[src/rtl/nibble_bus_arbiter_pkg.sv]
// Shared widths and FSM state encoding for the nibble bus arbiter.
package nibble_bus_arbiter_pkg;

   localparam int ADDR_W = 12;
   localparam int DATA_W = 4;

   typedef enum logic [1:0] {
      IDLE = 2'd0,
      ADDR = 2'd1,
      DATA = 2'd2,
      DONE = 2'd3
   } state_t;

endpackage

[src/rtl/bus_rr_pick.sv]
// Two-master round-robin picker: a lone requester wins; on a tie the master
// that did not win last time gets the bus. Output is 0 for master 0, 1 for master 1.
module bus_rr_pick (
   input  logic req0,
   input  logic req1,
   input  logic last,
   output logic winner
);

   // Pick the winner from the current requests and the previous winner
   always_comb begin
      winner = 1'b0;
      if (req0 && req1) begin
         winner = ~last;
      end else if (req1) begin
         winner = 1'b1;
      end else begin
         winner = 1'b0;
      end
   end

endmodule

[src/rtl/nibble_bus_arbiter.sv]
// Two-master arbiter for a 12-bit-address, 4-bit-data external nibble bus.
// Each access runs IDLE -> ADDR -> DATA (WAIT_CYCLES+1 cycles) -> DONE -> IDLE.
// All outputs are registered; they are computed from the next state so that
// each output lines up with the state it belongs to.
module nibble_bus_arbiter
   import nibble_bus_arbiter_pkg::*;
#(
   parameter int WAIT_CYCLES = 1
) (
   input  logic              clk,
   input  logic              rst_n,
   input  logic              req0,
   input  logic              req1,
   input  logic              we0,
   input  logic              we1,
   input  logic [ADDR_W-1:0] addr0,
   input  logic [ADDR_W-1:0] addr1,
   input  logic [DATA_W-1:0] wdata0,
   input  logic [DATA_W-1:0] wdata1,
   output logic              gnt0,
   output logic              gnt1,
   output logic              done0,
   output logic              done1,
   output logic [DATA_W-1:0] rdata,
   output logic              busy,
   output logic [ADDR_W-1:0] bus_addr,
   output logic [DATA_W-1:0] bus_data_out,
   input  logic [DATA_W-1:0] bus_data_in,
   output logic              bus_data_rw
);

   localparam logic [2:0] WAIT_LD = 3'(WAIT_CYCLES);

   state_t              state_r;
   state_t              state_nx_s;
   logic [2:0]          cnt_r;
   logic                last_r;
   logic                we_r;
   logic                winner_s;
   logic                start_s;
   logic                final_data_s;
   logic                sel_we_s;
   logic [ADDR_W-1:0]   sel_addr_s;
   logic [DATA_W-1:0]   sel_wdata_s;

   logic                gnt0_r;
   logic                gnt1_r;
   logic                done0_r;
   logic                done1_r;
   logic                busy_r;
   logic                bus_data_rw_r;
   logic [DATA_W-1:0]   rdata_r;
   logic [ADDR_W-1:0]   bus_addr_r;
   logic [DATA_W-1:0]   bus_data_out_r;

   bus_rr_pick u_pick (
      .req0   (req0),
      .req1   (req1),
      .last   (last_r),
      .winner (winner_s)
   );

   assign start_s      = (state_r == IDLE) && (req0 || req1);
   assign final_data_s = (state_r == DATA) && (cnt_r == 3'd0);

   // Route the winning master's request fields
   always_comb begin
      sel_we_s    = 1'b0;
      sel_addr_s  = {ADDR_W{1'b0}};
      sel_wdata_s = {DATA_W{1'b0}};
      if (winner_s) begin
         sel_we_s    = we1;
         sel_addr_s  = addr1;
         sel_wdata_s = wdata1;
      end else begin
         sel_we_s    = we0;
         sel_addr_s  = addr0;
         sel_wdata_s = wdata0;
      end
   end

   // Next-state logic for the access sequencer
   always_comb begin
      state_nx_s = state_r;
      case (state_r)
         IDLE: begin
            if (req0 || req1) begin
               state_nx_s = ADDR;
            end else begin
               state_nx_s = IDLE;
            end
         end
         ADDR: state_nx_s = DATA;
         DATA: begin
            if (cnt_r == 3'd0) begin
               state_nx_s = DONE;
            end else begin
               state_nx_s = DATA;
            end
         end
         DONE:    state_nx_s = IDLE;
         default: state_nx_s = IDLE;
      endcase
   end

   // State register
   always_ff @(posedge clk or negedge rst_n) begin
      if (!rst_n) begin
         state_r <= IDLE;
      end else begin
         state_r <= state_nx_s;
      end
   end

   // DATA-phase down-counter, loaded while in ADDR
   always_ff @(posedge clk or negedge rst_n) begin
      if (!rst_n) begin
         cnt_r <= 3'd0;
      end else if (state_r == ADDR) begin
         cnt_r <= WAIT_LD;
      end else if ((state_r == DATA) && (cnt_r != 3'd0)) begin
         cnt_r <= cnt_r - 3'd1;
      end else begin
         cnt_r <= cnt_r;
      end
   end

   // Capture the accepted request; bus_addr/bus_data_out double as the latches
   always_ff @(posedge clk or negedge rst_n) begin
      if (!rst_n) begin
         last_r         <= 1'b1;
         we_r           <= 1'b0;
         bus_addr_r     <= {ADDR_W{1'b0}};
         bus_data_out_r <= {DATA_W{1'b0}};
      end else if (start_s) begin
         last_r     <= winner_s;
         we_r       <= sel_we_s;
         bus_addr_r <= sel_addr_s;
         if (sel_we_s) begin
            bus_data_out_r <= sel_wdata_s;
         end else begin
            bus_data_out_r <= bus_data_out_r;
         end
      end else begin
         last_r         <= last_r;
         we_r           <= we_r;
         bus_addr_r     <= bus_addr_r;
         bus_data_out_r <= bus_data_out_r;
      end
   end

   // Handshake pulses, busy and pin direction, aligned with the next state
   always_ff @(posedge clk or negedge rst_n) begin
      if (!rst_n) begin
         gnt0_r        <= 1'b0;
         gnt1_r        <= 1'b0;
         done0_r       <= 1'b0;
         done1_r       <= 1'b0;
         busy_r        <= 1'b0;
         bus_data_rw_r <= 1'b0;
      end else begin
         gnt0_r        <= start_s && !winner_s;
         gnt1_r        <= start_s && winner_s;
         done0_r       <= final_data_s && !last_r;
         done1_r       <= final_data_s && last_r;
         busy_r        <= (state_nx_s != IDLE);
         bus_data_rw_r <= (state_nx_s == DATA) && we_r;
      end
   end

   // Read data is sampled at the end of the last DATA cycle of a read
   always_ff @(posedge clk or negedge rst_n) begin
      if (!rst_n) begin
         rdata_r <= {DATA_W{1'b0}};
      end else if (final_data_s && !we_r) begin
         rdata_r <= bus_data_in;
      end else begin
         rdata_r <= rdata_r;
      end
   end

   assign gnt0         = gnt0_r;
   assign gnt1         = gnt1_r;
   assign done0        = done0_r;
   assign done1        = done1_r;
   assign busy         = busy_r;
   assign rdata        = rdata_r;
   assign bus_addr     = bus_addr_r;
   assign bus_data_out = bus_data_out_r;
   assign bus_data_rw  = bus_data_rw_r;

endmodule

[config.mk]
export PLATFORM = sky130hd
export DESIGN_NAME = nibble_bus_arbiter
export DESIGN_NICKNAME = d
export VERILOG_FILES = /design/src/rtl/nibble_bus_arbiter_pkg.sv /design/src/rtl/bus_rr_pick.sv /design/src/rtl/nibble_bus_arbiter.sv
export SDC_FILE = /design/constraint.sdc
export NUM_CORES = 1
export LEC_CHECK = 0
export CORE_MARGIN = 5
export CORE_UTILIZATION = 44
export DETAILED_ROUTE_END_ITERATION = 8
export HOLD_SLACK_MARGIN = 0.15
export PLACE_DENSITY_LB_ADDON = 0.2
export REMOVE_ABC_BUFFERS = 1
export SKIP_CTS_REPAIR_TIMING = 1
export SYNTH_ARGS = -nofsm -noshare
export SYNTH_HDL_FRONTEND = slang
export SYNTH_SLANG_ARGS = --single-unit
[constraint.sdc]
create_clock -name clk -period 4.22 [get_ports clk]
set_input_delay 1.266 -clock clk [delete_from_list [all_inputs] [get_ports clk]]
set_output_delay 1.266 -clock clk [all_outputs]
set_load 0.03 [all_outputs]
==> results.md, run 1 <==
- Status: finished clean
- Met2 usage: 27.7%
- Ant. Diodes: 0
- Hold EP: rdata[2]
- Top Family by Delay on Critical Path: compound AO/OA/AOI/OAI gates
- Vias in the first global route: between 1000 and 1500
- Yosys warnings: 0
- Min-delay worst type: reg -> reg
- CTS Buffer Depth: 2
- Met1 usage: approximately a fifth
- Post-Syn Area: ~1500 µm²
- PD cells: 723 nW/µm²
- Final Max Tran Viols: 0
- Share of cells above drive strength 1: a little over an eighth
- First-pass GRT wire length: roughly 5700 µm
- Via count: approximately 1100
- Gpl congestion: roughly 0.71
- Die Area: approximately 4600 µm²
- Clk slew on worst S/H paths: 90 ps
- GR Overflow Total: 0
- H-tree depth: 2
- Syn-to-layout area delta: 51.8%
- Critical Path Max Stage Delay: between 500 and 600 ps
- Startpoint types: input pin
- Peak VDD IR: about 0.36 mV
- Final setup fails: 0
- Fmax: 372 MHz
- Yosys cell types: 28
- Layout fillers: between 200 and 300
- Worst Path Buf+Inv: 1
- Worst hold start: rdata[2]
- Total track usage: between 10% and 20%
- Detailed-router iteration count before antenna repair: 4
- Period utilisation layout: about 64%
- R2R depth: 5
- CTS tree: done
- Slew @ Worst Pin: 528 ps
- Mean post-synth cell area: between 10 and 15 µm²
- Relative slew slack: roughly 65%
- Worst-case clock skew: between 4 and 5 ps
- Worst hold path depth: 1
- # clock sinks: 33
- CP arrival: 2890 ps
- DRC errors left: 0
- CTS Root Cell: clkbuf_4
- Fin Setup TNS: 0 ps
- Port Buffers: 67
- Setup slack, reg-to-reg: 2430 ps
- Critical path class: in -> reg
- Clock Latency Late Sink: 310 ps
- Final WL: between 3000 and 4000 µm
- Num CTS Buffers: 5
- WL/cell: between 10 and 15 µm
- Largest net degree at the start of global routing: 34
- Row Count: 21
- Lkg Pwr: 0.964 nW
- Detailed placement HPWL: about 2700 µm
- Nets: 233
- Post-synthesis sequential area ratio: a little under three fifths
- Critical path endpoint category: register
- Core Util, Final: between 60 and 70%
- Data required time of the worst path: around 4400 ps
- Hold Vio Cnt, Final: 0
- RSZ-0062 raised after global routing: false
- Met3 usage: under 10%
- Crit Path Max Fanout: 7
- I/O pin cnt: 68
- Die height: 67.8 µm
- DRT iter0 DRCs: 42
- GRT busiest layer: met2
- Post-synthesis instance total: between 100 and 150
- Number of max-cap violations: 0
- Most frequent cells in the layout: 67 x clkdlybuf4s50_1, 32 x dfrtp_1, 14 x and2_1
- Vias per inst: slightly below 5
- Area of the core: 3280 µm²
- Minimum clock period: between 2000 and 3000 ps
- Launching point of the worst reg2reg path: state_r[0]
- CP cell instances: clkdlybuf4s50_1 > a21boi_4 > a32o_1 > mux2_2
- Reg-to-reg endpoint: rdata[1]
- Most common cell after layout, fill and taps aside: clkdlybuf4s50_1
- Final ANT Viol Nets: 0
- CP max-delay cell: clkdlybuf4s50_1
- Initial Util: roughly 45%
- Initial antenna violation count: 0
- Die W: a little under 70 µm
- FF+latch count, synth: 33
metal layers:
metal / part of all wire, % / vias up
met2: 50 / 45
met3: 8.1 / 4
li1: - / 551
met4: 1.3 / 0
met5: 0 / -
met1: 41 / 549
flip-flops by register name (all words and copies together) (netlist names), 2 cells and up:
signal and flops:
bus_addr 12, bus_data_out 4, rdata 4, cnt_r 3, state_r 2
where the power goes:
group          internal [W]  switching, W  total, W
sequential         0.000468     0.0000811  0.000549
clock             0.0000664     0.0000923  0.000159
combinational      0.000427      0.000479  0.000906
total              0.000962      0.000653   0.00161
metrics by stage:
stage / power (W) / std cells / worst slack (ps) / instance area, µm² / hold slack (ps)
2_1_floorplan: 0.00110 / 110 / 1970 / 1450 / 481
3_3_place_gp: 0.00144 / 224 / 1270 / 2180 / 491
3_5_place_dp: 0.00147 / 224 / 1220 / 2180 / 497
4_1_cts: 0.00163 / 232 / 1560 / 2230 / 518
5_1_grt: 0.00173 / 232 / 1480 / 2230 / 548
6_report: 0.00161 / 232 / 1530 / 2230 / 515
area by class of cell:
type	instances	area (µm²)	area share, %
Clock buffer	8	48.8	2.18
Timing Repair Buffer	68	678	30.4
Inverter	6	22.5	1.01
Sequential cell	33	827	37.0
Tap cell	46	57.6	2.58
Multi-Input combinational cell	71	599	26.8
logic make-up after synthesis:
group | synth area share, %
flops | 56.2
fa+ha+maj | 5.10
simple gates | 11.6
compound gates | 14.2
mux | 9.86
buf+inv | 3.06
cell usage after synthesis:
cell type	n	share of area, %
dfrtp_1	32	54
and2_1	14	6.0
a221o_1	12	8.2
mux2_2	12	9.2
ha_1	6	5.1
inv_1	6	1.5
nor2_1	6	1.5
a21oi_1	2	0.68
nand2_1	2	0.51
nand2b_1	2	0.85
o21ai_0	2	0.68
a21boi_4	1	1.3
a21o_2	1	0.60
a311oi_1	1	0.60
a32o_1	1	0.68
and2_4	1	0.60
and3_1	1	0.43
buf_4	1	0.51
buf_6	1	0.77
clkbuf_1	1	0.25
dfstp_2	1	1.8
mux2i_1	1	0.68
nand3b_1	1	0.51
nor2_4	1	0.77
o21ai_2	1	0.60
o21bai_1	1	0.51
o22ai_1	1	0.43
or2_2	1	0.43
worst max path at each step:
stage                                from              end  slack (ps)  depth (start not counted)
after floorplan                      req1  bus_data_out[0]        1970                          3
after global placement               req1  bus_data_out[0]        1270                          4
after detailed placement             req1  bus_data_out[3]        1220                          4
after CTS                 bus_data_out[3]  bus_data_out[3]        1560                          1
after global routing                 req1  bus_data_out[3]        1480                          4
final                                req1  bus_data_out[3]        1530                          4
Note: power is estimated with default switching activity, not from simulation.
==> inputs of run 2 (changes only) <==
--- a/config.mk
+++ b/config.mk
@@ -6,7 +6,7 @@
 export NUM_CORES = 1
 export LEC_CHECK = 0
 export CORE_MARGIN = 5
-export CORE_UTILIZATION = 44
+export CORE_UTILIZATION = 37
 export DETAILED_ROUTE_END_ITERATION = 8
 export HOLD_SLACK_MARGIN = 0.15
 export PLACE_DENSITY_LB_ADDON = 0.2
==> constraint.sdc (replaced) <==
create_clock -name clk -period 2.2 [get_ports clk]
set_input_delay 0.66 -clock clk [delete_from_list [all_inputs] [get_ports clk]]
set_output_delay 0.66 -clock clk [all_outputs]
set_load 0.03 [all_outputs]
==> run 2 against run 1 <==
  * Core utilization fell by 9.3 points
  * Count of clock-buffer cells in the layout fell by 3
  * Setup slack lost 1300 ps
  * Total power is 100% higher
  * Cell count grew 3.0%
  * Non-clock buffer count is 3 higher
  * Register-to-register slack got worse by 2000 ps
  * Hold slack got worse by 4.5 ps
==> results.md, run 2 (synthesis results as in run 1) <==
- Status: finished clean
- Lkg Pwr: approximately 1 nW
- Die height: around 73 µm
- Switching Power: 0.00130 W
- Final setup fails: 0
- Detailed placement HPWL: roughly 2700 µm
- Port Buffers: 67
- Slew @ Worst Pin: just over 400 ps
- CTS tree: done
- Share of cells above drive strength 1: between 10% and 20%
- Min-delay worst type: reg -> reg
- Detailed-router iteration count before antenna repair: 4
- Initial Util: around 38%
- CTS Root Cell: clkbuf_8
- Total track usage: approximately 15%
- Vias per inst: roughly 4.8
- Clock power share: a little over an eighth
- Max reg flops: 12
- Sw Share: roughly two fifths
- Gpl congestion: roughly 0.74
- Place WS: -64.5 ps
- Clock Latency Late Sink: approximately 290 ps
- Number of max-cap violations: 0
- Via count: around 1200
- CTS Buffer Depth: 2
- Final WL: 3630 µm
- Ant. Diodes: 0
- Critical path endpoint category: output pin
- CP arrival: approximately 1300 ps
- Num CTS Buffers: 5
- Critical Path Max Stage Delay: around 690 ps
- Final WS setup: between 200 and 250 ps
- # clock sinks: 33
- WL/cell: between 15 and 20 µm
- Die W: about 73 µm
- Data required time of the worst path: about 1500 ps
- Worst-case clock skew: approximately 8.8 ps
- Largest net degree at the start of global routing: 34
- Most frequent cells in the layout: 67 x clkdlybuf4s50_1, 32 x dfrtp_1, 14 x and2_1
- CP cell instances: clkdlybuf4s50_1
- Die Area: 5340 µm²
- Combinational share of power: 54.4%
- DRC errors left: 0
- Startpoint types: register
- Fmax: slightly above 500 MHz
- Final non-filler cell total: approximately 240
- Nets: roughly 240
- First-pass GRT wire length: 5900 µm
- I/O pin cnt: 68
- Clk slew on worst S/H paths: around 70 ps
- Period utilisation layout: around 90%
- Layout fillers: 327
- Initial antenna violation count: 0
- Dpl cells: 231
- Peak VDD IR: between 0.6 and 0.7 mV
- Row Count: 23
- Crit Path Max Fanout: 2
- Sequential share of power: approximately a third
- GR Overflow Total: 0
- Syn-to-layout area delta: 56.2%
- Vias in the first global route: 1215
- Int Pwr: between 0.0015 and 0.002 W
- Top Family by Delay on Critical Path: buffers and inverters
- Final ANT Viol Nets: 0
- RSZ-0062 raised after global routing: false
- PD cells: about 1400 nW/µm²
- Total power: 0.00326 W
- Most common cell after layout, fill and taps aside: clkdlybuf4s50_1
- Final Max Tran Viols: 0
- Relative slew slack: around 72%
- H-tree depth: 2
- Hold Vio Cnt, Final: 0
- CP max-delay cell: clkdlybuf4s50_1
- Minimum clock period: between 1500 and 2000 ps
- Area of the core: 3910 µm²
- Core Util, Final: approximately 59%
- Critical path class: reg -> out
- DRT iter0 DRCs: 41
- Worst Path Buf+Inv: 1
==> run 2: cell count changes in the layout (fill, tap and decap cells not counted), sizes merged <==
cell / delta
clkbuf: -3
clkinv: +2
buf: +3
clkinvlp: +1
==> run 2: power groups by stage <==
stage          combinational [W]  sequential [W]  clock (W)
2_1_floorplan           0.000633         0.00148          0
3_3_place_gp             0.00174         0.00105          0
3_5_place_dp             0.00178         0.00105          0
4_1_cts                  0.00179         0.00105   0.000455
5_1_grt                  0.00190         0.00109   0.000484
6_report                 0.00177         0.00105   0.000441
==> run 2: final timing paths <==
| kind | end | depth (start not counted) | slack (ps) | start |
|---|---|---|---|---|
| max | bus_addr[5] | 1 | 210 | bus_addr[5] |
| min | rdata[1] | 1 | 510 | rdata[1] |
| max reg2reg | rdata[2] | 5 | 440 | state_r[0] |
| min reg2reg | rdata[1] | 1 | 510 | rdata[1] |
| max in group asynchronous | last_r | 2 | 1100 | rst_n |
| min in group asynchronous | rdata[2] | 2 | 770 | rst_n |
==> run 2: routing by layer <==
| metal | wire length [µm] | track usage, % | part of all wire (%) |
|---|---|---|---|
| met5 | 0 | 0 | 0 |
| met4 | 63 | 5.53 | 1.7 |
| met3 | 238 | 5.23 | 6.6 |
| met2 | 1860 | 23.4 | 51 |
| met1 | 1470 | 17.7 | 41 |
==> run 2: layout make-up <==
| type | instances | area [µm²] | area share (%) |
|---|---|---|---|
| Sequential cell | 33 | 827 | 36.0 |
| Timing Repair Buffer | 71 | 701 | 30.5 |
| Multi-Input combinational cell | 71 | 599 | 26.1 |
| Clock buffer | 5 | 68.8 | 2.99 |
| Tap cell | 50 | 62.6 | 2.72 |
| Inverter | 6 | 22.5 | 0.980 |
| Clock inverter | 3 | 17.5 | 0.762 |
==> run 2: stage by stage <==
step	TNS, ps	hold WS [ps]	instance area, µm²
after floorplan	0	364	1450
final	0	510	2300
after global placement	0	489	2210
after global routing	0	529	2300
after detailed placement	-243	497	2210
after CTS	0	513	2300
==> inputs of run 3 (changes only) <==
--- a/config.mk
+++ b/config.mk
@@ -8,6 +8,7 @@
 export CORE_MARGIN = 5
 export CORE_UTILIZATION = 37
 export DETAILED_ROUTE_END_ITERATION = 8
+export GPL_TIMING_DRIVEN = 0
 export HOLD_SLACK_MARGIN = 0.15
 export PLACE_DENSITY_LB_ADDON = 0.2
 export REMOVE_ABC_BUFFERS = 1
==> run 3 against run 2 <==
  * Combinational power about the same
  * Register-to-register slack improved by 20 ps
  * Die area unchanged
  * Routed wire length decreased by 3.7%
  * First-iteration DRC count increased by 41%
  * Sequential power about the same
  * Critical endpoint is now bus_addr[4]
  * Via count decreased by 0.78%
  * Count of clock-buffer cells in the layout increased by 2
==> results.md, run 3 (synthesis results as in run 1) <==
- Launching point of the worst reg2reg path: state_r[0]
- Final Max Tran Viols: 0
- Die Area: around 5300 µm²
- H-tree depth: 2
- Critical path class: in -> reg
- Initial Util: roughly 38%
- Gpl congestion: 0.733
- CTS Buffer Depth: 2
- Clk slew on worst S/H paths: 60 ps
- Final WL: roughly 3500 µm
- Core Util, Final: 57.8%
- Number of max-cap violations: 0
- I/O pin cnt: 68
- Setup slack, reg-to-reg: roughly 460 ps
- Critical path endpoint category: register
- Lkg Pwr: roughly 0.98 nW
- Via count: between 1000 and 1500
- Minimum clock period: slightly above 2000 ps
- Slew @ Worst Pin: between 700 and 800 ps
- Ant. Diodes: 0
- Vias in the first global route: 1177
- Vias per inst: 4.89
- Detailed placement HPWL: 2730 µm
- WL/cell: 14.9 µm
- DRT iter0 DRCs: slightly below 60
- Startpoint types: input pin
- Port Buffers: 67
- Most frequent cells in the layout: 66 x clkdlybuf4s50_1, 32 x dfrtp_1, 14 x and2_1
- Data required time of the worst path: approximately 2400 ps
- Row Count: 23
- Hold Vio Cnt, Final: 0
- Fmax: between 400 and 500 MHz
- CP arrival: between 2000 and 2500 ps
- Final setup fails: 0
- Detailed-router iteration count before antenna repair: 4
- Relative slew slack: between 50% and 60%
- DRC errors left: 0
- Largest net degree at the start of global routing: 34
- CTS Root Cell: clkbuf_8
- Min-delay worst type: in -> async
- Reg-to-reg endpoint: rdata[0]
- Most common cell after layout, fill and taps aside: clkdlybuf4s50_1
- GR Overflow Total: 0
- Clock Latency Late Sink: about 280 ps
- Dpl cells: 227
- Share of cells above drive strength 1: 14.1%
- Nets: 232
- Initial antenna violation count: 0
- Worst-case clock skew: roughly 4.3 ps
- Period utilisation layout: between 90 and 100%
- Max reg flops: 12
- PD cells: approximately 1400 nW/µm²
- R2R depth: 5
- RSZ-0062 raised after global routing: false
- Crit Path Max Fanout: 14
- First-pass GRT wire length: between 5000 and 6000 µm
- # clock sinks: 33
- CTS tree: done
- Final ANT Viol Nets: 0
- Die W: approximately 73 µm
- Die height: roughly 73 µm
- Total track usage: 14.1%
- Area of the core: 3910 µm²
- Status: finished clean
- Peak VDD IR: between 0.6 and 0.7 mV
- Final non-filler cell total: around 230
- Num CTS Buffers: 5
- Syn-to-layout area delta: 53.8%
-- run 3: worst max path at each step --
| stage | cells after the start | slack [ps] | endpoint | start |
|---|---|---|---|---|
| after floorplan | 3 | 560 | bus_data_out[0] | req1 |
| after global placement | 1 | -220 | bus_addr[10] | rst_n |
| after detailed placement | 4 | -190 | bus_addr[2] | req0 |
| after CTS | 4 | 120 | bus_addr[2] | req0 |
| after global routing | 4 | 20 | bus_addr[0] | req0 |
| final | 4 | 130 | bus_addr[4] | req0 |
-- run 3: critical path, stage by stage --
cell and delay (ps):
clkdlybuf4s50_1 510, o21ai_2 490, nor2_4 170, a221o_1 390
-- run 3: metal layers --
layer  routed length, µm  share of wire [%]  track usage [%]  vias to the layer above
met3                 229                6.6             4.82                       10
met5                   0                  0                0                        -
met1                1370                 39             16.5                      561
li1                    -                  -                -                      543
met2                1810                 52             22.7                       30
met4                  81                2.3             7.38                        0
-- run 3: stage by stage --
step                      setup WS [ps]  hold slack, ps  cell area (µm²)  power [W]  TNS [ps]
after floorplan                     560             364             1450    0.00211         0
after global placement             -220             491             2180    0.00276     -9510
after detailed placement           -185             499             2180    0.00282     -2710
after CTS                           117             459             2260    0.00328         0
after global routing               20.4             503             2260    0.00345         0
final                               129             442             2260    0.00323         0
-- run 3: cell type report --
cell class | instances | area [µm²]
clock buffers | 7 | 86.3
multi-input cells | 71 | 599
repair buffers | 67 | 666
well taps | 50 | 62.6
inverters | 6 | 22.5
fillers | 332 | 1650
flip-flops and latches | 33 | 827
-- run 3: power by group --
group          internal (W)  switching (W)  total, W
Sequential         0.000900       0.000144   0.00104
Clock              0.000248       0.000196  0.000444
Combinational      0.000820       0.000924   0.00174
